**config.mk**
```make
export PLATFORM = sky130hd
export DESIGN_NAME = fft_agu_param
export DESIGN_NICKNAME = d
export VERILOG_FILES = /design/src/rtl/fft_agu_param.sv
export SDC_FILE = /design/constraint.sdc
export NUM_CORES = 1
export LEC_CHECK = 0
export CAP_MARGIN = 20
export CORE_AREA = 2 2 85 87
export DETAILED_ROUTE_END_ITERATION = 16
export DIE_AREA = 0 0 87 89
export PLACE_DENSITY = 0.51
export SYNTH_ARGS = -nofsm -noshare
export SYNTH_HDL_FRONTEND = slang
export SYNTH_SLANG_ARGS = --single-unit
export TNS_END_PERCENT = 5
```
**constraint.sdc**
```tcl
create_clock -name clk -period 2.9 [get_ports clk]
set_input_delay 0.58 -clock clk [delete_from_list [all_inputs] [get_ports clk]]
set_output_delay 0.58 -clock clk [all_outputs]
set_load 0.01 [all_outputs]
```
**src/rtl/fft_agu_param.sv**
```systemverilog
// Address generation unit for an in-place radix-2 DIT FFT of 2**LOG2N points.
// Issues butterfly read/twiddle addresses and replays them as write-backs PIPE_LAT cycles later.
module fft_agu_param #(
  parameter int LOG2N    = 5,
  parameter int PIPE_LAT = 2
) (
  input  logic                     clk,
  input  logic                     clr,
  input  logic                     start,
  input  logic                     stall,
  output logic                     rd_valid,
  output logic [LOG2N-1:0]         rd_addr_a,
  output logic [LOG2N-1:0]         rd_addr_b,
  output logic [LOG2N-2:0]         tw_addr,
  output logic                     wr_en,
  output logic [LOG2N-1:0]         wr_addr_a,
  output logic [LOG2N-1:0]         wr_addr_b,
  output logic [$clog2(LOG2N)-1:0] stage,
  output logic                     busy,
  output logic                     done
);

  localparam int JW = LOG2N - 1;
  localparam int SW = $clog2(LOG2N);
  localparam int DW = (PIPE_LAT > 1) ? $clog2(PIPE_LAT) : 1;

  typedef enum logic [1:0] {
    IDLE  = 2'd0,
    RUN   = 2'd1,
    DRAIN = 2'd2
  } state_t;

  // Rotate-left within LOG2N bits: the upper half of {x,x}<<sh is the rotated word.
  function automatic logic [LOG2N-1:0] rotl(input logic [LOG2N-1:0] x, input logic [SW-1:0] sh);
    logic [2*LOG2N-1:0] d;
    d = {x, x} << sh;
    return d[2*LOG2N-1:LOG2N];
  endfunction

  function automatic logic [JW-1:0] twiddle(input logic [JW-1:0] j, input logic [SW-1:0] sh);
    return j & ~({JW{1'b1}} >> sh);
  endfunction

  state_t          state_r, state_s;
  logic [JW-1:0]   j_r, j_s;
  logic [SW-1:0]   s_r, s_s;
  logic [DW-1:0]   d_r, d_s;
  logic            done_s;

  logic            done_r;
  logic            busy_r;
  logic [LOG2N-1:0] rd_a_r;
  logic [LOG2N-1:0] rd_b_r;
  logic [JW-1:0]   tw_r;
  logic [SW-1:0]   stage_r;

  logic [PIPE_LAT-1:0]            pipe_v_r;
  logic [PIPE_LAT-1:0][LOG2N-1:0] pipe_a_r;
  logic [PIPE_LAT-1:0][LOG2N-1:0] pipe_b_r;

  // Sequencer state and butterfly/stage/drain counters.
  always_ff @(posedge clk or posedge clr) begin
    if (clr) begin
      state_r <= IDLE;
      j_r     <= '0;
      s_r     <= '0;
      d_r     <= '0;
    end else begin
      state_r <= state_s;
      j_r     <= j_s;
      s_r     <= s_s;
      d_r     <= d_s;
    end
  end

  // Next-state logic; a stalled cycle leaves every counter untouched.
  always_comb begin
    state_s = state_r;
    j_s     = j_r;
    s_s     = s_r;
    d_s     = d_r;
    done_s  = 1'b0;
    case (state_r)
      IDLE: begin
        if (start) begin
          state_s = RUN;
          j_s     = '0;
          s_s     = '0;
        end else begin
          state_s = IDLE;
        end
      end
      RUN: begin
        if (!stall) begin
          if (j_r == {JW{1'b1}}) begin
            state_s = DRAIN;
            j_s     = '0;
            d_s     = '0;
          end else begin
            j_s = j_r + JW'(1);
          end
        end else begin
          state_s = RUN;
        end
      end
      DRAIN: begin
        if (!stall) begin
          if (d_r == DW'(PIPE_LAT - 1)) begin
            d_s = '0;
            j_s = '0;
            if (s_r == SW'(LOG2N - 1)) begin
              state_s = IDLE;
              s_s     = '0;
              done_s  = 1'b1;
            end else begin
              state_s = RUN;
              s_s     = s_r + SW'(1);
            end
          end else begin
            d_s = d_r + DW'(1);
          end
        end else begin
          state_s = DRAIN;
        end
      end
      default: begin
        state_s = IDLE;
        j_s     = '0;
        s_s     = '0;
        d_s     = '0;
      end
    endcase
  end

  // Registered outputs, decoded from the next counter values so they track j/s exactly.
  always_ff @(posedge clk or posedge clr) begin
    if (clr) begin
      done_r  <= 1'b0;
      busy_r  <= 1'b0;
      rd_a_r  <= '0;
      rd_b_r  <= '0;
      tw_r    <= '0;
      stage_r <= '0;
    end else begin
      done_r  <= done_s;
      busy_r  <= (state_s != IDLE);
      rd_a_r  <= rotl({j_s, 1'b0}, s_s);
      rd_b_r  <= rotl({j_s, 1'b1}, s_s);
      tw_r    <= twiddle(j_s, s_s);
      stage_r <= s_s;
    end
  end

  // Write-back delay line; frozen together with the sequencer during a stall.
  always_ff @(posedge clk or posedge clr) begin
    if (clr) begin
      pipe_v_r <= '0;
      pipe_a_r <= '0;
      pipe_b_r <= '0;
    end else if (!stall) begin
      pipe_v_r[0] <= (state_r == RUN);
      pipe_a_r[0] <= rd_a_r;
      pipe_b_r[0] <= rd_b_r;
      for (int i = 1; i < PIPE_LAT; i++) begin
        pipe_v_r[i] <= pipe_v_r[i-1];
        pipe_a_r[i] <= pipe_a_r[i-1];
        pipe_b_r[i] <= pipe_b_r[i-1];
      end
    end
  end

  assign rd_valid  = (state_r == RUN) && !stall;
  assign rd_addr_a = rd_a_r;
  assign rd_addr_b = rd_b_r;
  assign tw_addr   = tw_r;
  assign stage     = stage_r;
  assign wr_en     = pipe_v_r[PIPE_LAT-1] && !stall;
  assign wr_addr_a = pipe_a_r[PIPE_LAT-1];
  assign wr_addr_b = pipe_b_r[PIPE_LAT-1];
  assign busy      = busy_r;
  assign done      = done_r;

endmodule

```
Word-level counts from Yosys, hierarchy flattened
Index checks and enable logic that the tools add are counted.
{ "classes": {"n_addsub": 3, "shift": 3, "n_reduce_logical": 6, "n_bitwise": 3, "n_eq_ne": 7, "mux": 27} }
{ "op_table": {"columns": ["cell", "count"], "rows": [
  ["$mux W4", 5],
  ["$shl A10 B3 Y10", 2],
  ["$mux W3", 4],
  ["$pmux W4 S3", 1],
  ["$mux W1", 10],
  ["$pmux W3 S3", 1],
  ["$mux W2", 4],
  ["$ne A2 B2 Y1 const B", 3],
  ["$pmux W2 S3", 1],
  ["$add A4 B1 Y4 const B", 1],
  ["$and A4 B4 Y4", 1],
  ["$eq A4 B4 Y1 const B", 1],
  ["$not A4 Y4", 1],
  ["$reduce_and A4 Y1", 1],
  ["$shr A4 B3 Y4 const A", 1],
  ["$add A3 B1 Y3 const B", 1],
  ["$eq A3 B3 Y1 const B", 1],
  ["$pmux W1 S3", 1],
  ["$eq A2 B1 Y1 const B", 1],
  ["$eq A2 B2 Y1 const B", 1],
  ["$logic_and A1 B1 Y1", 2],
  ["$logic_not A2 Y1", 1],
  ["$reduce_bool A2 Y1", 1],
  ["$add A1 B1 Y1 const B", 1],
  ["2 further kinds", 2]
]} }
{ "totals": {"ff_bits": 48, "word_cells": 63, "out_inout_bits": 31} }

Logic depth before layout (Yosys ltp)
{ "logic_depth": {"word_depth": 8, "depth_mapped": 9} }

Worst setup path before layout
Ideal clock, no wire load.
{ "synth_timing": {"path_kind": "input to register", "start": "in stall", "end": "reg rd_a_r[3], in the netlist rd_addr_a[3]", "setup_slack_ns": 0.932, "t_arrival_ns": 1.826, "setup_time_ns": 0.142, "required_ns": 2.758, "path_stages": 8, "path_cell_list": "or2b_2 > nor2_4 > a22oi_4 > inv_4 > buf_6 > a21oi_1 > a221oi_1 > a21oi_1"} }
{ "synth_between": {"elab_chain_len": 3, "word_cells_on_any_way": 6} }
{ "synth_lines": {"columns": ["element", "line_no", "rtl"], "rows": [
  ["from (decl)", "10", "input logic stall,"],
  ["$mux W3", "107", "if (!stall) begin"],
  ["$pmux W3 S3", "83", "case (state_r)"],
  ["via s_s[0]", "46", "logic [SW-1:0] s_r, s_s;"],
  ["$shl A10 B3 Y10", "36", "d = {x, x} << sh;"],
  ["to (signal assigned)", "147", "rd_a_r <= rotl({j_s, 1'b0}, s_s);"],
  ["to (decl)", "52", "logic [LOG2N-1:0] rd_a_r;"]
]} }
The timed path passes the listed nets, and every way through them passes these cells.
A chain may end at the register's enable or synchronous reset.

Worst setup path in the final report
{ "layout_timing": {"start": "in stall", "end": "out rd_valid"} }
{ "layout_between": {"elab_chain_len": 2} }
{ "layout_lines": {"columns": ["element", "line_no", "rtl"], "rows": [
  ["$logic_not A1 Y1", "172", "assign rd_valid = (state_r == RUN) && !stall;"],
  ["$logic_and A1 B1 Y1", "172", null],
  ["to (decl)", "11", "output logic rd_valid,"]
]} }
No other way between the ends.

==> out/qor.yml <==
p_seq_share_pct: 44.5
ir_drop_mv: 0.302
total_power_mw: 2.25
ios: 35
nets: 238
ys_ff_latch: 48
postCtsHoldBufs: 0
areaGrowthSynthToFinish_pct: 20.8
power_switching_share_pct: 32.3
hold_viol_final: 0
yosysUniqueCellTypes: 52
antenna_found_initial: 0
critPathArrivalTime_ps: 2120
synth_top_flop_cell: "dfrtp_1"
rsz0062_at_grt: "false"
cts_tree: "done"
p_int_mw: 1.52
cp-end-kind: "primary output"
dr.pass1.iters: 4
antenna_left: 0
finalSetupTns_ps: 0
synth_top_family_by_area: "compound AO/OA/AOI/OAI gates"
final.setup.worst_slack_ps: 196
p_per_area_nw_per_um2: 791
drive_above_1_share_pct: 27.2
setup_viol: 0
post-synth-top-area-cell: "dfrtp_1"
cpMaxStageDelayCell: "clkdlybuf4s50_1"
cts.repair.resized: 0
pre_cts_ws_ps: 91.2
max_stage_delay_ps: 580
antenna_cells: 0
hpwl_um: 3170
relSlewSlack_pct: 68.2
synth-simple-area-share_pct: 10.7
die_h_um: 89
grt_max_degree: 28
vias: 1569
post_cts_buffers: 0
synth_edf_count: 0
mappedNetlistNets: 204
slew_violations: 0
viasPerCell: 5.03
tightestPinTransition_ps: 476
synth_top_area_share_pct: 51.1
critical_path_class: "in -> out"
hold_path_class: "reg -> reg"
cts.sinks: 48
status: "complete, no violations"
start_util_pct: 35.0
ys_warn_count: 0
stdcell_count: 312
syn_area_um2: 2350
max_freq_mhz: 370
p_leak_nw: 1.22
power.switching_uw: 727
grt_pass1_vias: 1604
cp_cell_sequence: "clkdlybuf4s50_1 -> buf_4 -> nor2_1 -> clkdlybuf4s50_1"
utilization_pct: 42.3
synth_seq_area_share_pct: 51.1
drcViolationCount: 0
path_buf_inv: 3
power_frac_comb_pct: 37.0
synth_fa_ha_area_share_pct: 1.60
dieArea_um2: 7740
cts-root-buf: "clkbuf_8"
synth_mux_area_share_pct: 12.0
n_fill_cell: 645
h-tree-depth: 2
cts_made_buffers: 5
dp_cells: 304
drt_iter0_drc: 87
drv_cap: 0
synth_cells: 197
portBuffers: 34
fin_skew_ps: 7.06
synth_compound_area_share_pct: 16.5
crit_top_cell: "clkdlybuf4s50_1"
routed_wl_um: 4430
grtUsageTotal_pct: 13.2
avgSynthCellArea_um2: 11.9
clk_latency_ps: 300
grt_pass1_wl_um: 7940
path_delay_family: "buffers and inverters"
gp_congestion: 0.825
fin_crit_ps: 2700
clk_path_buf_depth: 2
routedWlPerCell_um: 14.2
startpoint_type: "input port"
worstPathRequired_ps: 2320
clk_pin_slew_ps: 90
crit_fanout: 9
core_area_um2: 6720
fp-row-count: 30
overflow: 0
synthXorXnorAreaFrac_pct: 0
synth.area.top_cells: "dfrtp_1 (51%), mux2_2 (10%), a21oi_1 (4.3%), buf_4 (3.5%), ha_1 (1.6%)"
period_share_pct: 93.3
async_flop_share_pct: 100
clock_power_share_pct: 18.5
die_w_um: 87
==> worst paths after layout <==
| path | endpoint | slack [ps] | from | depth (start not counted) |
|---|---|---|---|---|
| max in group asynchronous | stage[1] | 1780 | clr | 3 |
| max | rd_valid | 200 | stall | 4 |
| max reg2reg | rd_addr_b[4] | 620 | state_r[0] | 7 |
| min reg2reg | pipe_v_r[0] | 500 | pipe_v_r[0] | 1 |
| min in group asynchronous | wr_addr_b[2] | 610 | clr | 2 |
| min | pipe_v_r[0] | 500 | pipe_v_r[0] | 1 |
==> worst register-to-register path, delay by kind of cell, from the launching register on <==
kind / cells / cell delay [ps]
mux: 1 / 210
simple gates: 1 / 300
buf+inv: 1 / 110
compound gates: 4 / 900
flops: 1 / 630
==> through the flow <==
step | instance area (µm²) | hold slack [ps]
2_1_floorplan | 2350 | 450
3_3_place_gp | 2750 | 461
4_1_cts | 2840 | 495
3_5_place_dp | 2750 | 474
6_report | 2840 | 498
5_1_grt | 2840 | 521
==> Yosys cell counts (3+ instances only) <==
cell type / count
buf_4: 11
nor2_1: 7
nand3_1: 3
o21ai_0: 3
a21oi_1: 20
nor3_1: 5
a31oi_1: 3
inv_1: 9
nor2b_1: 3
nand2_1: 6
ha_1: 3
dfrtp_1: 48
mux2_2: 21
nand2b_1: 3
o21ai_1: 4
==> kinds of logic after synthesis <==
group | after synthesis
AND/OR/NAND/NOR | 41
buffers and inverters | 29
adder cells (fa/ha/maj) | 3
multiplexers | 24
AO/OA/AOI/OAI | 52
flip-flops | 48
==> routing by layer <==
metal / up-vias / wire length [µm] / GRT usage, %
met5: - / 0 / 0
met4: 0 / 77 / 5.26
met3: 7 / 184 / 3.23
met2: 35 / 1950 / 19.0
met1: 761 / 2220 / 19.0
li1: 766 / - / -
==> cells in the final DEF, fill, tap and decap left out, types with 2 or more instances in the layout <==
cell	instances
a211oi_2	2
a21oi_1	20
a221oi_1	2
a22oi_2	2
a31oi_1	3
buf_4	11
clkbuf_8	6
clkdlybuf4s50_1	34
dfrtp_1	48
ha_1	3
inv_1	8
mux2_2	21
nand2_1	6
nand2b_1	3
nand3_1	3
nor2_1	7
nor2b_1	3
nor3_1	5
o21ai_0	3
o21ai_1	4
o221a_2	2
o22ai_1	2
o31ai_1	2
or2b_2	2
==> area by class of cell <==
cell class	instances	area, µm²	area share [%]
tap	80	100	3.52
timing repair buffer	46	443	15.6
inverter	10	40.0	1.41
clock buffer	6	82.6	2.91
multi-input combinational	120	961	33.8
sequential	48	1200	42.3
clock inverter	2	13.8	0.484
==> sequential cells by signal, indices dropped and copies added, names as in the netlist <==
name,count
busy,1
d_r,1
done,1
j_r,4
pipe_a_r,5
pipe_b_r,5
pipe_v_r,2
rd_addr_a,5
rd_addr_b,5
stage,3
state_r,2
tw_addr,4
wr_addr_a,5
wr_addr_b,5
==> power by group through the flow <==
stage / clock, mW / combinational (mW) / sequential, mW
3_5_place_dp: 0 / 0.841 / 1.01
3_3_place_gp: 0 / 0.840 / 1.01
2_1_floorplan: 0 / 0.554 / 0.989
4_1_cts: 0.439 / 0.845 / 1.00
6_report: 0.416 / 0.832 / 1.00
5_1_grt: 0.470 / 0.923 / 1.04
Note: power is estimated with default switching activity, not from simulation.
